==> src/rtl/lsu_mem_ctrl_pkg.sv <==
// Shared types and constants for the load/store unit and its lane aligner.
// Pure declarations: no latency, no flow control.
package lsu_mem_ctrl_pkg;

  typedef enum logic [2:0] {
    LB  = 3'b000,
    LH  = 3'b001,
    LW  = 3'b010,
    LBU = 3'b100,
    LHU = 3'b101
  } ld_funct3_e;

  typedef enum logic [2:0] {
    SB = 3'b000,
    SH = 3'b001,
    SW = 3'b010
  } st_funct3_e;

  typedef enum logic [2:0] {
    IDLE,
    REQ,
    WAIT,
    DONE,
    ERR
  } lsu_state_e;

  localparam logic [1:0] ERR_NONE     = 2'b00;
  localparam logic [1:0] ERR_MISALIGN = 2'b01;
  localparam logic [1:0] ERR_ILLEGAL  = 2'b10;
  localparam logic [1:0] ERR_TIMEOUT  = 2'b11;

endpackage

==> src/rtl/lsu_mem_ctrl_if.sv <==
// Data-memory bus: req/gnt address phase followed by an rvalid response (read data or write ack).
// The master holds req and the address-phase fields stable until gnt.
interface lsu_mem_ctrl_if #(
  parameter int XLEN = 32
);
  logic            bus_req_o;
  logic            bus_gnt_i;
  logic            bus_we_o;
  logic [3:0]      bus_be_o;
  logic [XLEN-1:0] bus_addr_o;
  logic [XLEN-1:0] bus_wdata_o;
  logic            bus_rvalid_i;
  logic [XLEN-1:0] bus_rdata_i;

  modport master (
    output bus_req_o, bus_we_o, bus_be_o, bus_addr_o, bus_wdata_o,
    input  bus_gnt_i, bus_rvalid_i, bus_rdata_i
  );

  modport slave (
    input  bus_req_o, bus_we_o, bus_be_o, bus_addr_o, bus_wdata_o,
    output bus_gnt_i, bus_rvalid_i, bus_rdata_i
  );
endinterface

==> src/rtl/lsu_mem_ctrl_align.sv <==
// Lane logic: byte enables, store-data replication, load extract/extend, legality checks.
// Purely combinational, no flow control.
module lsu_align
  import lsu_mem_ctrl_pkg::*;
#(
  parameter int XLEN = 32
) (
  input  logic            we,
  input  logic [2:0]      funct3,
  input  logic [1:0]      addr_lo,
  input  logic [XLEN-1:0] wdata,
  input  logic [XLEN-1:0] rdata,
  output logic [3:0]      be,
  output logic [XLEN-1:0] wdata_rep,
  output logic [XLEN-1:0] rdata_ext,
  output logic            misaligned,
  output logic            illegal
);

  logic [XLEN-1:0] shifted;

  always_comb begin
    shifted    = rdata >> {addr_lo, 3'b000};
    illegal    = we ? (funct3 > 3'b010) : ((funct3 == 3'b011) || (funct3[2:1] == 2'b11));
    misaligned = ((funct3[1:0] == 2'b01) && addr_lo[0]) ||
                 ((funct3[1:0] == 2'b10) && (addr_lo != 2'b00));

    be        = 4'b1111;
    wdata_rep = wdata;
    if (we) begin
      case (funct3)
        SB: begin
          be        = 4'b0001 << addr_lo;
          wdata_rep = {4{wdata[7:0]}};
        end
        SH: begin
          be        = 4'b0011 << {addr_lo[1], 1'b0};
          wdata_rep = {2{wdata[15:0]}};
        end
        default: ;
      endcase
    end

    case (funct3)
      LB:      rdata_ext = {{(XLEN-8){shifted[7]}}, shifted[7:0]};
      LH:      rdata_ext = {{(XLEN-16){shifted[15]}}, shifted[15:0]};
      LBU:     rdata_ext = {{(XLEN-8){1'b0}}, shifted[7:0]};
      LHU:     rdata_ext = {{(XLEN-16){1'b0}}, shifted[15:0]};
      default: rdata_ext = shifted;
    endcase
  end

endmodule

==> src/rtl/lsu_mem_ctrl.sv <==
// Load/store unit: one outstanding access on the data bus; done three cycles after accept at best.
// Stalls the core (busy) from accept until the cycle after done; requests are only sampled in IDLE.
module lsu_mem_ctrl
  import lsu_mem_ctrl_pkg::*;
#(
  parameter int XLEN           = 32,
  parameter int TIMEOUT_CYCLES = 255
) (
  input  logic            clk,
  input  logic            rst_n,
  input  logic            lsu_req_i,
  input  logic            lsu_we_i,
  input  logic [2:0]      lsu_funct3_i,
  input  logic [XLEN-1:0] lsu_addr_i,
  input  logic [XLEN-1:0] lsu_wdata_i,
  output logic            lsu_busy_o,
  output logic            lsu_done_o,
  output logic [XLEN-1:0] lsu_rdata_o,
  output logic            lsu_err_o,
  output logic [1:0]      lsu_err_cause_o,
  lsu_mem_ctrl_if.master  bus
);

  localparam int CW = $clog2(TIMEOUT_CYCLES + 1);
  localparam logic [CW-1:0] CNT_LAST = CW'(TIMEOUT_CYCLES - 1);

  lsu_state_e      state;
  logic [CW-1:0]   cnt;
  logic            cap_we;
  logic [2:0]      cap_funct3;
  logic [1:0]      cap_addr_lo;

  logic            idle;
  logic            sel_we;
  logic [2:0]      sel_funct3;
  logic [1:0]      sel_addr_lo;
  logic [3:0]      be;
  logic [XLEN-1:0] wdata_rep;
  logic [XLEN-1:0] rdata_ext;
  logic            misaligned;
  logic            illegal;

  // In IDLE the aligner looks at the live request so the legality decision is made on the accept edge.
  assign idle        = (state == IDLE);
  assign sel_we      = idle ? lsu_we_i          : cap_we;
  assign sel_funct3  = idle ? lsu_funct3_i      : cap_funct3;
  assign sel_addr_lo = idle ? lsu_addr_i[1:0]   : cap_addr_lo;
  assign lsu_busy_o  = !idle;

  lsu_align #(.XLEN(XLEN)) u_align (
    .we         (sel_we),
    .funct3     (sel_funct3),
    .addr_lo    (sel_addr_lo),
    .wdata      (lsu_wdata_i),
    .rdata      (bus.bus_rdata_i),
    .be         (be),
    .wdata_rep  (wdata_rep),
    .rdata_ext  (rdata_ext),
    .misaligned (misaligned),
    .illegal    (illegal)
  );

  always_ff @(posedge clk or negedge rst_n) begin
    if (!rst_n) begin
      state           <= IDLE;
      cnt             <= '0;
      cap_we          <= 1'b0;
      cap_funct3      <= '0;
      cap_addr_lo     <= '0;
      lsu_done_o      <= 1'b0;
      lsu_err_o       <= 1'b0;
      lsu_err_cause_o <= ERR_NONE;
      lsu_rdata_o     <= '0;
      bus.bus_req_o   <= 1'b0;
      bus.bus_we_o    <= 1'b0;
      bus.bus_be_o    <= '0;
      bus.bus_addr_o  <= '0;
      bus.bus_wdata_o <= '0;
    end else begin
      lsu_done_o      <= 1'b0;
      lsu_err_o       <= 1'b0;
      lsu_err_cause_o <= ERR_NONE;
      case (state)
        IDLE: begin
          if (lsu_req_i) begin
            cap_we      <= lsu_we_i;
            cap_funct3  <= lsu_funct3_i;
            cap_addr_lo <= lsu_addr_i[1:0];
            cnt         <= '0;
            if (illegal || misaligned) begin
              state           <= ERR;
              lsu_done_o      <= 1'b1;
              lsu_err_o       <= 1'b1;
              lsu_err_cause_o <= illegal ? ERR_ILLEGAL : ERR_MISALIGN;
            end else begin
              state           <= REQ;
              bus.bus_req_o   <= 1'b1;
              bus.bus_we_o    <= lsu_we_i;
              bus.bus_be_o    <= be;
              bus.bus_addr_o  <= {lsu_addr_i[XLEN-1:2], 2'b00};
              bus.bus_wdata_o <= wdata_rep;
            end
          end
        end
        REQ: begin
          if (bus.bus_gnt_i) begin
            state         <= WAIT;
            bus.bus_req_o <= 1'b0;
            cnt           <= '0;
          end else if (cnt == CNT_LAST) begin
            state           <= ERR;
            bus.bus_req_o   <= 1'b0;
            lsu_done_o      <= 1'b1;
            lsu_err_o       <= 1'b1;
            lsu_err_cause_o <= ERR_TIMEOUT;
          end else begin
            cnt <= cnt + CW'(1);
          end
        end
        WAIT: begin
          if (bus.bus_rvalid_i) begin
            state      <= DONE;
            lsu_done_o <= 1'b1;
            if (!cap_we) begin
              lsu_rdata_o <= rdata_ext;
            end
          end else if (cnt == CNT_LAST) begin
            state           <= ERR;
            lsu_done_o      <= 1'b1;
            lsu_err_o       <= 1'b1;
            lsu_err_cause_o <= ERR_TIMEOUT;
          end else begin
            cnt <= cnt + CW'(1);
          end
        end
        DONE:    state <= IDLE;
        ERR:     state <= IDLE;
        default: state <= IDLE;
      endcase
    end
  end

endmodule
==> src/flat_wrapper.sv <==
// flat-port wrapper written by rule: the top's interface ports become plain ports
module lsu_mem_ctrl_flat import lsu_mem_ctrl_pkg::*;
#(
  parameter int XLEN           = 32,
  parameter int TIMEOUT_CYCLES = 255
)
  (clk, rst_n, lsu_req_i, lsu_we_i, lsu_funct3_i, lsu_addr_i, lsu_wdata_i, lsu_busy_o, lsu_done_o, lsu_rdata_o, lsu_err_o, lsu_err_cause_o, bus_bus_req_o, bus_bus_we_o, bus_bus_be_o, bus_bus_addr_o, bus_bus_wdata_o, bus_bus_gnt_i, bus_bus_rvalid_i, bus_bus_rdata_i);
  lsu_mem_ctrl_if #(.XLEN(XLEN)) bus_i ();
  input  logic clk;
  input  logic rst_n;
  input  logic lsu_req_i;
  input  logic lsu_we_i;
  input  logic [2:0] lsu_funct3_i;
  input  logic [XLEN-1:0] lsu_addr_i;
  input  logic [XLEN-1:0] lsu_wdata_i;
  output logic lsu_busy_o;
  output logic lsu_done_o;
  output logic [XLEN-1:0] lsu_rdata_o;
  output logic lsu_err_o;
  output logic [1:0] lsu_err_cause_o;
  output wire logic [$bits(bus_i.bus_req_o)-1:0] bus_bus_req_o;
  output wire logic [$bits(bus_i.bus_we_o)-1:0] bus_bus_we_o;
  output wire logic [$bits(bus_i.bus_be_o)-1:0] bus_bus_be_o;
  output wire logic [$bits(bus_i.bus_addr_o)-1:0] bus_bus_addr_o;
  output wire logic [$bits(bus_i.bus_wdata_o)-1:0] bus_bus_wdata_o;
  input wire logic [$bits(bus_i.bus_gnt_i)-1:0] bus_bus_gnt_i;
  input wire logic [$bits(bus_i.bus_rvalid_i)-1:0] bus_bus_rvalid_i;
  input wire logic [$bits(bus_i.bus_rdata_i)-1:0] bus_bus_rdata_i;
  assign bus_bus_req_o = bus_i.bus_req_o;
  assign bus_bus_we_o = bus_i.bus_we_o;
  assign bus_bus_be_o = bus_i.bus_be_o;
  assign bus_bus_addr_o = bus_i.bus_addr_o;
  assign bus_bus_wdata_o = bus_i.bus_wdata_o;
  assign bus_i.bus_gnt_i = bus_bus_gnt_i;
  assign bus_i.bus_rvalid_i = bus_bus_rvalid_i;
  assign bus_i.bus_rdata_i = bus_bus_rdata_i;
  lsu_mem_ctrl #(.XLEN(XLEN), .TIMEOUT_CYCLES(TIMEOUT_CYCLES)) u_core (.clk(clk), .rst_n(rst_n), .lsu_req_i(lsu_req_i), .lsu_we_i(lsu_we_i), .lsu_funct3_i(lsu_funct3_i), .lsu_addr_i(lsu_addr_i), .lsu_wdata_i(lsu_wdata_i), .lsu_busy_o(lsu_busy_o), .lsu_done_o(lsu_done_o), .lsu_rdata_o(lsu_rdata_o), .lsu_err_o(lsu_err_o), .lsu_err_cause_o(lsu_err_cause_o), .bus(bus_i));
endmodule
==> config.mk <==
export PLATFORM = sky130hd
export DESIGN_NAME = lsu_mem_ctrl_flat
export DESIGN_NICKNAME = d
export VERILOG_FILES = /design/src/rtl/lsu_mem_ctrl_pkg.sv /design/src/rtl/lsu_mem_ctrl_if.sv /design/src/rtl/lsu_mem_ctrl_align.sv /design/src/rtl/lsu_mem_ctrl.sv /design/src/flat_wrapper.sv
export SDC_FILE = /design/constraint.sdc
export NUM_CORES = 1
export LEC_CHECK = 0
export BUFFER_PORTS_ARGS = -buffer_cell sky130_fd_sc_hd__buf_2
export CAP_MARGIN = 10
export CORE_UTILIZATION = 29
export DETAILED_ROUTE_END_ITERATION = 6
export GPL_ROUTABILITY_DRIVEN = 0
export PLACE_DENSITY = 0.58
export SYNTH_ARGS = -nofsm -noshare
export SYNTH_HDL_FRONTEND = slang
export SYNTH_SLANG_ARGS = --single-unit
==> constraint.sdc <==
create_clock -name clk -period 3.3 [get_ports clk]
set_input_delay 0.825 -clock clk [delete_from_list [all_inputs] [get_ports clk]]
set_output_delay 0.825 -clock clk [all_outputs]
set_load 0.005 [all_outputs]
# --- Word-level counts from Yosys, hierarchy flattened ---
# Cells that the tools add are included.
classes:
  eq_ne: 14
  multipliers: 0
  reduce_logical: 16
  shift: 3
  n_div: 0
  addsub: 1
  bitwise: 2
  muxes: 40
  magnitude_cmp: 1
op_table:
  columns: ["op", "count"]
  rows:
  - ["case mux 32 bit (4 select lines)", 1]
  - ["case mux 32 bit (2 select lines)", 1]
  - ["two-way mux 32 bit", 1]
  - ["two-way mux 8 bit", 4]
  - ["right shift 32 x 5 -> 32 bit", 1]
  - ["case mux 8 bit (3 select lines)", 1]
  - ["two-way mux 3 bit", 6]
  - ["two-way mux 2 bit", 7]
  - ["two-way mux 1 bit", 12]
  - ["case mux 3 bit (3 select lines)", 1]
  - ["AND reduction 3 bit", 3]
  - ["adder 8 x 1 -> 8 bit (second input constant)", 1]
  - ["equality test 8 bit (second input constant)", 1]
  - ["case mux 4 bit (2 select lines)", 1]
  - ["equality test 3 x 1 -> 1 bit (second input constant)", 2]
  - ["equality test 3 x 2 -> 1 bit (second input constant)", 2]
  - ["equality test 3 bit (second input constant)", 2]
  - ["zero test 3 bit", 2]
  - ["inequality test 2 bit (second input constant)", 3]
  - ["case mux 1 bit (3 select lines)", 2]
  - ["case mux 2 bit (3 select lines)", 1]
  - ["equality test 2 bit (second input constant)", 2]
  - ["two-way mux 4 bit", 1]
  - ["AND reduction 4 bit", 1]
  - ["other kinds (13)", 18]
word_totals:
  word_cells: 91
  latchBits: 0
  input_bits: 105
  ramBits: 0
  register_bits: 121
  mem_bits_ro: 0
  output_inout_bits: 107
  n_memories: 0

# --- Longest topological paths before layout ---
depth:
  word_depth: 9
  ltp_mapped: 9
  depth_no_buf: 7

# --- Cells and area by module ---
# From an unflattened synthesis, not the netlist that was laid out.
hier_totals:
  cells_unflattened: 509
  hier_area_um2: 6243.5
modules_own_cells:
  columns: ["mod", "instances", "area_per_inst_um2", "seq_area_each_um2", "cells_each"]
  rows:
  - ["lsu_mem_ctrl", 1, 4964.8, 3027.9, 325]
  - ["lsu_align", 1, 1278.7, 0.0, 184]

# --- Least setup slack after synthesis ---
# Ideal clock, no wire load.
synth_timing:
  path_kind: "register to register"
  from: "register u_core.state[0]"
  to: "register u_core.bus.bus_addr_o[10]"
  n_path_buf: 3
  slack_ps: 795
  stages_incl_launch_ff: 9
  synth_period_minus_slack_ps: 2505
  arrival_ps: 2380
  setup_time_ps: 125
  required_ps: 3175
  cell_sequence: "dfrtp_1 buf_4 nor3_4 mux2i_1 o221ai_4 a21oi_2 buf_6 buf_6 mux2_4"
synth_via:
  elab_chain_cells: 8
  word_cells_on_any_way: 18
  cone_classes: "order compare: 1; eq/ne: 4; mux: 4; bitwise: 1; reduce/logical: 8"
synth_rtl:
  columns: ["item", "line", "source"]
  rows:
  - ["from (decl)", "lsu_mem_ctrl.sv:27", "lsu_state_e state;"]
  - ["from (signal assigned)", "lsu_mem_ctrl.sv:65", "state <= IDLE;"]
  - ["from (signal assigned)", "lsu_mem_ctrl.sv:91", "state <= ERR;"]
  - ["from (signal assigned)", "lsu_mem_ctrl.sv:96", "state <= REQ;"]
  - ["zero test 3 bit *", "lsu_mem_ctrl.sv:44, lsu_mem_ctrl.sv:83", null]
  - ["branches (longest 6 deep; another with greater-than comparator 3 x 2 -> 1 bit)", null, null]
  - ["AND reduction 3 bit (no source line) *", null, null]
  - ["to (signal assigned)", "lsu_mem_ctrl.sv:100", "bus.bus_addr_o <= {lsu_addr_i[XLEN-1:2], 2'b00};"]
  - ["to (decl)", "lsu_mem_ctrl_if.sv:16", "output bus_req_o, bus_we_o, bus_be_o, bus_addr_o, bus_wdata_o,"]
# Every way passes the cells marked *.
# A chain may end at the register's enable or synchronous reset.

# --- Worst setup path after layout ---
layout_timing:
  from: "register u_core.state[0]"
  to: "register u_core.bus.bus_addr_o[30]"
# Same word-level chain as after synthesis.

==> out/metrics.csv <==
stage,metric,value,unit
grt,initial antenna violation count,0,
clock_network,CTS Root Cell,clkbuf_16,
power_and_ir_drop,peak supply drop,0.000327,V
flow_run,maxcap violations,0,
power_and_ir_drop,Lkg Pwr,0.00390,uW
worst_setup_path,crit path DAT,3.27,ns
route,Starting DRT DRC Count,225,
timing,fin crit share,0.903,
cells_and_area,final net count,850,
logic_synthesis,"count leader, synth",dfrtp_1,
worst_setup_path,r2r startpoint,u_core.state[0]$_DFFE_PN0P_,
die,Initial Util,0.295,
worst_setup_path,"Data required, critical path",3.59,ns
logic_synthesis,Simple-Gate Fraction of Synth Area,0.0905,
logic_synthesis,Syn Area/Cell,11.7,sq um
clock_network,Post CTS Setup Buffer Count,0,
logic_synthesis,Synth Area in XOR/XNOR,0,
route,Vias,4874,
cells_and_area,fraction of layout cells with a size suffix above 1,0.472,
timing,WHS,0.436,ns
clock_network,H-Tree Depth,4,
worst_setup_path,CP max FO,35,
logic_synthesis,area share of the largest cell type after synthesis,0.490,
route,Detailed Route WL,16700,um
cells_and_area,Ant. Diodes,0,
clock_network,cts bufs inserted,17,
timing,Final TNS setup,0,ns
clock_network,"Clk pin slew, worst setup/hold paths",0.06,ns
power_and_ir_drop,Power Density,979,nW/um^2
logic_synthesis,ys async rst share,1.00,
worst_setup_path,Crit Path Class,reg -> reg,
grt,GR Overflow Total,0,
timing,"Min Clock Period, post-route",2.98,ns
timing,Final Max Slew Viols,0,
logic_synthesis,number of flops mapped to enable cells by yosys,0,
logic_synthesis,Syn. warnings,0,
die,site row count,53,
logic_synthesis,"Seq/Total Area, Yosys",0.490,
die,Die ar.,21900,sq um
logic_synthesis,Syn Std Cell Area,6180,sq um
logic_synthesis,largest family of logic cells by synthesized area,multiplexers,
logic_synthesis,Mapped Cells,529,
logic_synthesis,multiplexer share of the synthesized area,0.242,
timing,fmax,336,MHz
timing,worst-margin pin slew,0.640,ns
die,Die X,148,um
cells_and_area,post-route cell area,8180,sq um
die,Chip Height,148,um
grt,first-pass GRT wire length,26400,um
outcome,outcome,"finished, final reports clean",
timing,Setup Skew,0.0221,ns
placed_design,HPWL after DPL,12200,um
timing,slew margin rel.,0.561,
clock_network,CTS tree,yes,
timing,Hold Fails Final Rpt,0,
die,# IOs,212,
timing,RSZ-0062 raised after global routing,no,
cells_and_area,area delta synth->final,32.5,%
worst_setup_path,Worst Setup End Kind,flip-flop,
logic_synthesis,complex-gate fraction of the synthesized area,0.126,
die,Core Area,21000,sq um
logic_synthesis,top_reg_cell synth,dfrtp_1,
worst_hold_path,worst hold path class,in -> async,
clock_network,CTS Sinks,121,
grt,GRT Total Usage,0.155,
route,Via-to-Cell Ratio,4.73,
grt,largest net degree at the start of global routing,60,
worst_setup_path,CP Launch Point,u_core.state[0]$_DFFE_PN0P_,
route,drt wl/cell,16.2,um
worst_setup_path,startpoint types,flip-flop,
logic_synthesis,Synth top cells by count,"dfrtp_1 (121), mux2_2 (63), o21ai_0 (44), mux2i_1 (41), nand2_1 (29)",
logic_synthesis,Yosys cell types,56,
placed_design,Area after DPL,7550,sq um
route,drt pass-1 iters,4,
clock_network,cts-stage hold buffer count,0,
logic_synthesis,ranking of synthesized cells by area,"dfrtp_1 (49%), mux2_2 (11%), mux2i_1 (6.6%)",
clock_network,post-CTS sizing,0,
timing,# setup viols final,0,
clock_network,Bufs on Longest Clock Path,2,
logic_synthesis,Synth Area in Adders,0.00405,
placed_design,IO Port Bufs,209,
route,drt drc,0,
clock_network,clk_lat worst skew,0.42,ns
logic_synthesis,"flops & latches, synth",121,
logic_synthesis,largest area contributor in the netlist,dfrtp_1,
route,Antenna Nets Post-Route,0,
grt,vias in the first global route,4784,
-- worst paths after layout --
check,endpoint,slack [ns],depth (start not counted)
worst max-delay path,u_core.bus.bus_addr_o[30]$_DFFE_PN0P_,0.32,6
worst min-delay path,u_core.lsu_rdata_o[4]$_DFFE_PN0P_,0.44,1
worst max register to register,u_core.bus.bus_addr_o[30]$_DFFE_PN0P_,0.32,6
worst min register to register,u_core.bus.bus_addr_o[30]$_DFFE_PN0P_,0.48,1
max in group asynchronous,u_core.bus.bus_addr_o[28]$_DFFE_PN0P_,2.10,2
min in group clk,u_core.bus.bus_addr_o[30]$_DFFE_PN0P_,0.48,1
-- sequential cells by signal (all words and copies together), names as in the netlist --
signal	count
u_core.lsu_done_o	1
u_core.cnt	8
u_core.bus.bus_wdata_o	32
u_core.cap_we	1
u_core.lsu_err_o	1
u_core.lsu_err_cause_o	2
u_core.cap_funct3	3
u_core.lsu_rdata_o	32
u_core.bus.bus_be_o	4
u_core.state	3
u_core.bus.bus_addr_o	30
u_core.bus.bus_req_o	1
u_core.bus.bus_we_o	1
u_core.cap_addr_lo	2
-- final cells by class --
class                           count  area (sq um)
Fill cell                        2104         12800
Sequential cell                   121          3030
Multi-Input combinational cell    354          2880
Timing Repair Buffer              226          1210
Clock buffer                       21           460
Tap cell                          275           344
Clock inverter                     11           170
Inverter                           23          86.3
-- metal layers --
| metal | wire [um] | vias up | global-route usage |
|---|---|---|---|
| li1 | - | 2353 | - |
| met1 | 7760 | 2355 | 0.209 |
| met4 | 198 | 0 | 0.0536 |
| met5 | 0 | - | 0 |
| met3 | 975 | 12 | 0.0426 |
| met2 | 7780 | 154 | 0.239 |
-- worst max-delay path, cell delays in order (launching register included) --
cell and delay, ns:
dfrtp_1 0.62, nor3_4 0.45, mux2i_2 0.48, o221ai_4 0.21, a21oi_4 0.21, buf_4 0.50
mux2_1 0.37
-- per-stage QoR --
step | setup slack [ns] | power (uW) | utilization | std cells
2_1_floorplan | 0.795 | 4820 | - | 530
3_3_place_gp | 0.392 | 6020 | 0.360 | 999
3_5_place_dp | 0.316 | 6080 | 0.360 | 999
4_1_cts | 0.300 | 8130 | 0.391 | 1031
5_1_grt | 0.130 | 8570 | 0.391 | 1031
6_report | 0.321 | 8020 | 0.391 | 1031
-- kinds of logic after synthesis --
group,Yosys count
multiplexers,131
AO/OA/AOI/OAI,115
flip-flops,121
AND/OR/NAND/NOR,104
buffers and inverters,55
adder cells (fa/ha/maj),2
other,1
-- power by group --
group	internal (uW)	switching, uW
combinational	1800	1660
clock	1300	693
sequential	2160	403
total	5260	2750
-- layout by cell type, fill, tap and decap left out, types with 3 or more instances in the layout --
cell	count
buf_2	208
dfrtp_1	121
mux2_2	63
o21ai_0	44
mux2i_1	41
nand2_1	29
nor2_1	25
a21oi_1	25
inv_1	23
mux2_4	19
nand3_1	17
clkbuf_16	17
buf_4	15
o211ai_1	9
a221o_1	8
and3_1	8
mux2_1	7
a31oi_1	6
a211o_1	4
bufinv_16	4
nor2b_1	3
clkinvlp_4	3
buf_12	3
Power figures use the tool's default switching activity.
